[src/rtl/exu_alu_pkg.sv]
// Shared types and helpers for the multi-cycle EXU ALU.
// Operation encoding, FSM states and op-class predicates.
package exu_alu_pkg;

    localparam int XLEN_DEF = 32;
    localparam int SHAMT_W  = $clog2(XLEN_DEF);

    typedef enum logic [4:0] {
        ALU_ADD,
        ALU_SUB,
        ALU_AND,
        ALU_OR,
        ALU_XOR,
        ALU_SLL,
        ALU_SRL,
        ALU_SRA,
        ALU_SLT,
        ALU_SLTU,
        ALU_BEQ,
        ALU_BNE,
        ALU_BLT,
        ALU_BGE,
        ALU_BLTU,
        ALU_BGEU,
        ALU_JAL,
        ALU_PASSB
    } alu_op_e;

    typedef enum logic [1:0] {
        IDLE,
        SHIFT,
        HOLD
    } state_e;

    function automatic logic is_shift(alu_op_e op);
        return (op == ALU_SLL) || (op == ALU_SRL) || (op == ALU_SRA);
    endfunction

    function automatic logic is_branch(alu_op_e op);
        return (op == ALU_BEQ) || (op == ALU_BNE) ||
               (op == ALU_BLT) || (op == ALU_BGE) ||
               (op == ALU_BLTU) || (op == ALU_BGEU);
    endfunction

endpackage

[src/rtl/exu_alu_iter_shift.sv]
// Iterative shifter: moves up to SHIFT_STEP bits per cycle.
// done flags the final step; result is the value that step produces.
module exu_alu_iter_shift
    import exu_alu_pkg::*;
#(
    parameter int XLEN       = 32,
    parameter int SHIFT_STEP = 1
) (
    input  logic                     clk,
    input  logic                     rst,
    input  logic                     start,
    input  logic                     kill,
    input  alu_op_e                  op,
    input  logic [XLEN-1:0]          a,
    input  logic [$clog2(XLEN)-1:0]  shamt,
    output logic                     busy,
    output logic                     done,
    output logic [XLEN-1:0]          result
);

    localparam int SHW = $clog2(XLEN);
    localparam logic [SHW:0] STEP = (SHW+1)'(SHIFT_STEP);

    alu_op_e         op_q;
    logic [XLEN-1:0] work;
    logic [SHW-1:0]  cnt;
    logic [SHW:0]    step;
    logic [XLEN-1:0] shifted;

    always_comb begin
        step = ({1'b0, cnt} < STEP) ? {1'b0, cnt} : STEP;
        case (op_q)
            ALU_SLL: shifted = work << step;
            ALU_SRA: shifted = $unsigned($signed(work) >>> step);
            default: shifted = work >> step;
        endcase
    end

    assign done   = busy & ({1'b0, cnt} <= STEP);
    assign result = shifted;

    always_ff @(posedge clk or posedge rst) begin
        if (rst) begin
            busy <= 1'b0;
            cnt  <= '0;
            work <= '0;
            op_q <= ALU_SLL;
        end else if (kill) begin
            busy <= 1'b0;
            cnt  <= '0;
        end else if (start) begin
            busy <= 1'b1;
            cnt  <= shamt;
            work <= a;
            op_q <= op;
        end else if (busy) begin
            work <= shifted;
            cnt  <= cnt - step[SHW-1:0];
            if (done) busy <= 1'b0;
        end
    end

endmodule

[src/rtl/exu_alu_mc_ctl.sv]
// EXU ALU with iterative shifts, branch resolve and JAL link.
// One result register behind a valid/ready handshake; flush kills in-flight work.
module exu_alu_mc_ctl
    import exu_alu_pkg::*;
#(
    parameter int XLEN       = 32,
    parameter int SHIFT_STEP = 1,
    parameter int BRIMM_W    = 12
) (
    input  logic               clk,
    input  logic               rst,
    input  logic               flush,
    input  logic               in_valid,
    output logic               in_ready,
    input  alu_op_e            op,
    input  logic [XLEN-1:0]    a,
    input  logic [XLEN-1:0]    b,
    input  logic [XLEN-2:0]    pc,
    input  logic [BRIMM_W-1:0] brimm,
    input  logic               is_rvc,
    input  logic               predict_t,
    output logic               out_valid,
    input  logic               out_ready,
    output logic [XLEN-1:0]    out,
    output logic               flush_upper,
    output logic [XLEN-2:0]    flush_path,
    output logic               pred_correct
);

    localparam int SHW      = $clog2(XLEN);
    localparam bit SC_SHIFT = (SHIFT_STEP == XLEN);

    state_e          state, state_nx;
    logic            acc, long_sh, load_sh;
    logic            sh_busy, sh_done;
    logic [XLEN-1:0] sh_res, barrel, sc_res, res_nx;
    logic [XLEN-1:0] sum, diff;
    logic            eq, lt, ltu, taken;
    logic [XLEN-2:0] inc, imm_x, link_hw, tgt, fpath_nx;
    logic            redir_nx, pok_nx;
    logic [XLEN-1:0] out_q;
    logic [XLEN-2:0] fpath_q;
    logic            pok_q, fu_q;

    assign acc     = in_valid & in_ready & ~flush;
    assign long_sh = is_shift(op) & (b[SHW-1:0] != '0) & ~SC_SHIFT;
    assign load_sh = (state == SHIFT) & sh_done & ~flush;

    assign sum  = a + b;
    assign diff = a - b;
    assign eq   = (a == b);
    assign lt   = $signed(a) < $signed(b);
    assign ltu  = a < b;

    assign inc     = is_rvc ? (XLEN-1)'(1) : (XLEN-1)'(2);
    assign imm_x   = {{(XLEN-1-BRIMM_W){brimm[BRIMM_W-1]}}, brimm};
    assign link_hw = pc + inc;
    assign tgt     = pc + imm_x;

    always_comb begin
        case (op)
            ALU_SLL: barrel = a << b[SHW-1:0];
            ALU_SRA: barrel = $unsigned($signed(a) >>> b[SHW-1:0]);
            default: barrel = a >> b[SHW-1:0];
        endcase
        // only a full-width step gets a barrel; otherwise this path sees shamt==0
        sc_res = SC_SHIFT ? barrel : a;
    end

    always_comb begin
        case (op)
            ALU_BEQ:  taken = eq;
            ALU_BNE:  taken = ~eq;
            ALU_BLT:  taken = lt;
            ALU_BGE:  taken = ~lt;
            ALU_BLTU: taken = ltu;
            ALU_BGEU: taken = ~ltu;
            default:  taken = 1'b0;
        endcase
    end

    always_comb begin
        res_nx = '0;
        case (op)
            ALU_ADD:   res_nx = sum;
            ALU_SUB:   res_nx = diff;
            ALU_AND:   res_nx = a & b;
            ALU_OR:    res_nx = a | b;
            ALU_XOR:   res_nx = a ^ b;
            ALU_SLL,
            ALU_SRL,
            ALU_SRA:   res_nx = sc_res;
            ALU_SLT:   res_nx = {{(XLEN-1){1'b0}}, lt};
            ALU_SLTU:  res_nx = {{(XLEN-1){1'b0}}, ltu};
            ALU_JAL:   res_nx = {link_hw, 1'b0};
            ALU_PASSB: res_nx = b;
            default:   res_nx = '0;
        endcase
    end

    always_comb begin
        fpath_nx = taken ? tgt : link_hw;
        redir_nx = 1'b0;
        pok_nx   = 1'b1;
        if (op == ALU_JAL) begin
            fpath_nx = sum[XLEN-1:1];
            redir_nx = 1'b1;
            pok_nx   = 1'b0;
        end else if (is_branch(op)) begin
            redir_nx = (taken != predict_t);
            pok_nx   = ~redir_nx;
        end
    end

    exu_alu_iter_shift #(
        .XLEN       (XLEN),
        .SHIFT_STEP (SHIFT_STEP)
    ) u_shift (
        .clk    (clk),
        .rst    (rst),
        .start  (acc & long_sh),
        .kill   (flush),
        .op     (op),
        .a      (a),
        .shamt  (b[SHW-1:0]),
        .busy   (sh_busy),
        .done   (sh_done),
        .result (sh_res)
    );

    always_ff @(posedge clk or posedge rst) begin
        if (rst) state <= IDLE;
        else     state <= state_nx;
    end

    always_comb begin
        state_nx = state;
        unique case (state)
            IDLE: begin
                if (acc) state_nx = long_sh ? SHIFT : HOLD;
            end
            SHIFT: begin
                if (!sh_busy)    state_nx = IDLE;
                else if (sh_done) state_nx = HOLD;
            end
            HOLD: begin
                if (acc)            state_nx = long_sh ? SHIFT : HOLD;
                else if (out_ready) state_nx = IDLE;
            end
            default: state_nx = IDLE;
        endcase
        if (flush) state_nx = IDLE;
    end

    always_comb begin
        in_ready    = (state == IDLE) | ((state == HOLD) & out_ready);
        out_valid   = (state == HOLD);
        flush_upper = fu_q & ~flush;
    end

    // redirect pulse is armed only when a result is loaded, so stalls never repeat it
    always_ff @(posedge clk or posedge rst) begin
        if (rst) begin
            out_q   <= '0;
            fpath_q <= '0;
            pok_q   <= 1'b0;
            fu_q    <= 1'b0;
        end else begin
            fu_q <= 1'b0;
            if (acc & ~long_sh) begin
                out_q   <= res_nx;
                fpath_q <= fpath_nx;
                pok_q   <= pok_nx;
                fu_q    <= redir_nx;
            end else if (load_sh) begin
                out_q <= sh_res;
                pok_q <= 1'b1;
            end
        end
    end

    assign out          = out_q;
    assign flush_path   = fpath_q;
    assign pred_correct = pok_q;

endmodule

[config.mk]
export PLATFORM = sky130hd
export DESIGN_NAME = exu_alu_mc_ctl
export DESIGN_NICKNAME = d
export VERILOG_FILES = /design/src/rtl/exu_alu_pkg.sv /design/src/rtl/exu_alu_iter_shift.sv /design/src/rtl/exu_alu_mc_ctl.sv
export SDC_FILE = /design/constraint.sdc
export NUM_CORES = 1
export LEC_CHECK = 0
export BUFFER_PORTS_ARGS = -buffer_cell sky130_fd_sc_hd__buf_4
export CAP_MARGIN = 20
export CELL_PAD_IN_SITES_DETAIL_PLACEMENT = 1
export CELL_PAD_IN_SITES_GLOBAL_PLACEMENT = 1
export CORE_UTILIZATION = 44
export DETAILED_ROUTE_END_ITERATION = 8
export GPL_TIMING_DRIVEN = 0
export PLACE_DENSITY = 0.89
export SYNTH_ARGS = -nofsm -noshare
export SYNTH_HDL_FRONTEND = slang
export SYNTH_SLANG_ARGS = --single-unit
[constraint.sdc]
create_clock -name clk -period 3.65 [get_ports clk]
set_clock_uncertainty 0.05 [all_clocks]
set_input_delay 0.365 -clock clk [delete_from_list [all_inputs] [get_ports clk]]
set_output_delay 0.365 -clock clk [all_outputs]
set_load 0.01 [all_outputs]
# Word level (Yosys, flattened, before mapping)
# Cells that the tools add are included.
# classes
magnitude_cmp	4
n_addsub	5
n_reduce_logical	17
bitwise	20
n_eq_ne	26
n_shift	3
muxes	33
# ops
cell	count
$pmux W32 S10	1
$mux W32	4
$lt A32 B32 Y1	2
$pmux W32 S2	1
$mux W31	2
$eq A5 B4 Y1 const B	8
$add A32 B32 Y32	1
$and A32 B32 Y32	1
$eq A32 B32 Y1	1
$or A32 B32 Y32	1
$shl A32 B6 Y32	1
$shr A32 B6 Y32	1
$sshr A32 B6 Y32	1
$sub A32 B32 Y32	1
$xor A32 B32 Y32	1
$add A31 B2 Y31	1
$add A31 B31 Y31	1
$eq A5 B3 Y1 const B	6
$mux W5	4
$mux W2	8
$mux W1	11
$and A1 B1 Y1	10
$eq A5 B2 Y1 const B	2
$eq A5 B5 Y1 const B	2
23 further kinds	36
# word_totals
elab_cells	117
inputBits	119
ff_bits	110

# Logic depth before layout (Yosys ltp)
# depth
ltp_word	9
depth_mapped	15

# By module
# From an unflattened synthesis, not the netlist that was laid out.
# unflattened
hier_cells	1937
area_unflattened_um2	14481.4
# modules_own_cells
module	area_per_inst_um2	instances	cells_per_inst
exu_alu_mc_ctl	11592.4	1	1619
exu_alu_iter_shift	2889.0	1	318

# Least setup slack after synthesis
# No wires, ideal clock.
# synth_timing
kind	input to register
from	in pc[0]
to	reg out_q[23], in the netlist out[23]
n_path_buf	1
stages	12
slack_ns	0.443
arrival_ns	3.037
cell_sequence	ha_1 -> inv_1 -> fa_1 -> nand3b_1 -> or2_2 -> or3_1 -> clkbuf_1 -> nor3_1 -> xor2_1 -> a21o_1 -> a2111o_1 -> a31o_1
# synth_via
elab_chain_cells	3
# synth_lines
element	line_no	rtl
start: declaration	exu_alu_mc_ctl.sv:18	input logic [XLEN-2:0] pc,
$add A31 B2 Y31	exu_alu_mc_ctl.sv:57	assign link_hw = pc + inc;
$pmux W32 S10	exu_alu_mc_ctl.sv:84	case (op)
$mux W32	exu_alu_mc_ctl.sv:170	if (acc & ~long_sh) begin
end signal: assignment	exu_alu_mc_ctl.sv:171	out_q <= res_nx;
end signal: assignment	exu_alu_mc_ctl.sv:176	out_q <= sh_res;
end: declaration	exu_alu_mc_ctl.sv:41	logic [XLEN-1:0] out_q;
# No other way between the ends.
# A chain may end at the register's enable or synchronous reset.

# Final worst setup path
# layout_timing
from	in b[0]
to	reg out_q[26], in the netlist out[26]
# layout_via
elab_chain_cells	5
# layout_lines
element	line_no	rtl
start: declaration	exu_alu_mc_ctl.sv:17	input logic [XLEN-1:0] b,
branches (longest 5 deep; another with $sub A32 B32 Y32)	-	
# Parallel ways; which one is timed is not known.

==> impl_metrics.env <==
export IMPL_run_status="complete, but fails checks"
export IMPL_violations="negative hold slack, negative setup slack"
export IMPL_yosys_area_share_simple_pct=19.2
export IMPL_period_needed_ps=3720
export IMPL_grt_first_pass_wirelength_um=103000
export IMPL_antenna_cells=0
export IMPL_syn_nets=2099
export IMPL_initial_core_util_pct=44.6
export IMPL_relSlewSlack_pct=18.2
export IMPL_synth_compound_area_share_pct=30.8
export IMPL_final_nets=2301
export IMPL_ys_ff_latch=110
export IMPL_grt_max_degree=57
export IMPL_worst_slew_pin_slew_ps=1230
export IMPL_grtUsageTotal_pct=41.9
export IMPL_syn_area_per_cell_um2=7.60
export IMPL_synth_cells=1846
export IMPL_hpwlAfterDp_um=54700
export IMPL_dpl_worst_slack_ps=-988
export IMPL_antenna_found_initial=1
export IMPL_rsz0062_at_grt="true"
export IMPL_wl_um=69500
export IMPL_final_hold_violation_count=7
export IMPL_placed_cells=2436
export IMPL_hold_path_class="in2async"
export IMPL_dieArea_um2=32600
export IMPL_power_density_nw_per_um2=310
export IMPL_timing_final_crit_share_pct=102
export IMPL_synth_cell_type_count=95
export IMPL_vias=16500
export IMPL_final_setup_worst_slack_ps=-70.9
export IMPL_fill_cells=3994
export IMPL_drc_errors=0
export IMPL_gp_congestion=0.987
export IMPL_core_area_um2=31500
export IMPL_post_drt_wl_per_cell_um=28.3
export IMPL_synth_top_family_by_area="compound AO/OA/AOI/OAI gates"
export IMPL_cts_sinks=110
export IMPL_final_cells=2455
export IMPL_drv_slew=0
export IMPL_area_growth_pct=16.8
export IMPL_vias_per_cell=6.74
export IMPL_firstDrtPassIters=8
export IMPL_synth_main_ff_cell="dfrtp_1"
export IMPL_clockBufferDepth=2
export IMPL_syn_area_um2=14000
export IMPL_gr_total_overflow=0
export IMPL_layout_drive_gt1_share_pct=14.7
export IMPL_setup_viol=4
export IMPL_drv_cap=0
export IMPL_grt_pass1_vias=16700
export IMPL_synthXorXnorAreaFrac_pct=5.25
export IMPL_end_kind="flip-flop"
export IMPL_cp_arrival_ps=3910
export IMPL_clk_pin_slew_ps=80
export IMPL_fin_hold_ws_ps=-10.8
export IMPL_cts_made_buffers=9
export IMPL_synth_mux_area_share_pct=6.17
export IMPL_ys_seq_area_share_pct=19.6
export IMPL_clockRootBuffer="clkbuf_16"
export IMPL_antenna_left=0
export IMPL_synthArstFlopShare_pct=100
export IMPL_portBuffers=184
export IMPL_path_class="in2reg"
export IMPL_drtIter0Drc=1773
export IMPL_cellLeakagePower_uw=0.00732
export IMPL_irDropWorstVdd_mv=0.204
export IMPL_cts_tree="done"
export IMPL_fmax_mhz=269
export IMPL_synth_warnings=0
export IMPL_rows=65
export IMPL_die_h_um=181
export IMPL_cp_data_required_time_ps=3830
export IMPL_htreeDepth=3
export IMPL_pin_count=186
export IMPL_worstPathMaxFanout=6
export IMPL_synth_adder_area_share_pct=12.2
export IMPL_synth_edf_count=0
export IMPL_clock_latency_ps=400
export IMPL_startpoint_type="primary input"
export IMPL_die_w_um=181
-- kinds of logic (layout without fill, tap and decap cells) --
kind of cell	Yosys count	after routing
flip-flops	110	110
AND/OR/NAND/NOR	566	566
XOR/XNOR	84	84
AO/OA/AOI/OAI	634	634
adder cells (fa/ha/maj)	134	134
multiplexers	86	86
buffers and inverters	232	439
-- metrics by stage --
| stage | power [µW] | util, % | TNS (ps) | area [µm²] |
|---|---|---|---|---|
| after global placement | 3830 | 50.5 | -170080 | 15900 |
| final | 5080 | 52.0 | -88.7 | 16400 |
| after global routing | 5260 | 52.0 | -152 | 16400 |
| after floorplan | 2920 | - | 0 | 14000 |
| after CTS | 4980 | 51.8 | 0 | 16300 |
| after detailed placement | 3910 | 50.8 | -27770 | 16000 |
-- report_power, final --
part | internal (µW) | switching, µW
Clock | 511 | 580
Combinational | 970 | 1490
Sequential | 1390 | 145
Total | 2870 | 2210
-- layout by cell type (no fill, tap or decap), drive strengths merged, types with 31 or more instances in the layout --
| cell type | netlist | layout |
|---|---|---|
| a21oi | 145 | 145 |
| dfrtp | 108 | 108 |
| a221oi | 33 | 33 |
| ha | 130 | 130 |
| nor3 | 51 | 51 |
| xor2 | 31 | 31 |
| nor2 | 168 | 168 |
| nand2 | 174 | 174 |
| nand3 | 35 | 35 |
| clkbuf | 80 | 92 |
| a211oi | 38 | 38 |
| mux2i | 82 | 82 |
| xnor2 | 53 | 53 |
| inv | 119 | 121 |
| buf | 33 | 221 |
| o21ai | 145 | 145 |
-- routing by layer --
layer / global-route usage (%) / routed length, µm
met5: 0 / 13
met4: 19.8 / 3500
met3: 8.91 / 7270
met2: 67.7 / 31100
met1: 53.1 / 27600
-- state kept, by name (all words and copies together) (netlist names) --
signal        count
fu_q              1
pred_correct      1
u_shift.cnt       5
state             2
u_shift.work     32
u_shift.busy      1
u_shift.op_q      5
flush_path       31
out              32
-- final cells by class --
class                   count  area [µm²]  area share [%]
clock buffers              11         253            1.54
flip-flops and latches    110        2760            16.8
clock inverters             5        41.3           0.252
plain buffers             113         527            3.22
repair buffers            191        1460            8.93
well taps                 402         503            3.07
multi-input cells        1504       10400            63.4
inverters                 119         452            2.76
-- cells in the mapped netlist (6+ instances only) --
library cell / count / share of area (%)
ha_1: 130 / 12
a22oi_1: 25 / 1.3
a21oi_1: 144 / 5.1
and3_1: 22 / 0.98
buf_2: 14 / 0.50
a211o_1: 8 / 0.50
nor2_1: 167 / 4.5
mux2i_1: 82 / 5.9
a221oi_1: 33 / 2.1
buf_6: 6 / 0.48
o21a_1: 12 / 0.64
nor2b_1: 22 / 0.98
o21ai_1: 19 / 0.68
o221ai_1: 13 / 0.81
o211ai_1: 20 / 1.1
xnor2_1: 53 / 3.3
buf_1: 10 / 0.27
nand3_1: 34 / 1.2
a222oi_1: 16 / 1.1
inv_1: 115 / 3.1
clkbuf_1: 80 / 2.1
a211oi_1: 37 / 2.0
nor4_1: 11 / 0.49
and2_1: 6 / 0.27
dfrtp_1: 108 / 19
or3_1: 11 / 0.49
o21bai_1: 24 / 1.3
a221o_1: 23 / 1.6
nor3_1: 50 / 1.8
nand4_1: 7 / 0.31
a31oi_1: 20 / 0.89
nand2_1: 174 / 4.7
or2_2: 11 / 0.49
o22a_1: 7 / 0.44
xor2_1: 31 / 1.9
a21o_1: 28 / 1.5
nand3b_1: 6 / 0.32
o21ai_0: 126 / 4.5
nand2b_1: 17 / 0.76
o31ai_1: 9 / 0.48
-- path summary, 6_finish.rpt --
check | slack, ps | cells past startpoint | from | end
max | -70 | 13 | b[0] | out[26]
min | -10 | 2 | rst | u_shift.work[20]
max reg2reg | 70 | 7 | state[1] | flush_path[30]
min reg2reg | 430 | 2 | u_shift.op_q[0] | u_shift.op_q[0]
max in group asynchronous | 2840 | 3 | rst | u_shift.op_q[0]
min in group clk | 270 | 3 | b[3] | u_shift.cnt[3]
-- critical path: stages --
cell and delay [ps]:
buf_4 130, ha_1 250, inv_1 80, fa_1 410, nor2b_1 140, o21ai_1 90, o221a_2 380, a211oi_1 540
nor3_1 120, o21bai_2 340, o22ai_1 140, a221oi_1 740, o21ai_0 170
-- what timing repair did --
action | in CTS | in global routing
pin swaps | 0 | 2
setup endpoints to repair | 34 | 44
hold buffers | 0 | 0
hold endpoints to repair | 0 | 0
setup buffers | 0 | 3
gates resized for setup | 12 | 25
No activity file was read; power rests on OpenSTA's default activity.
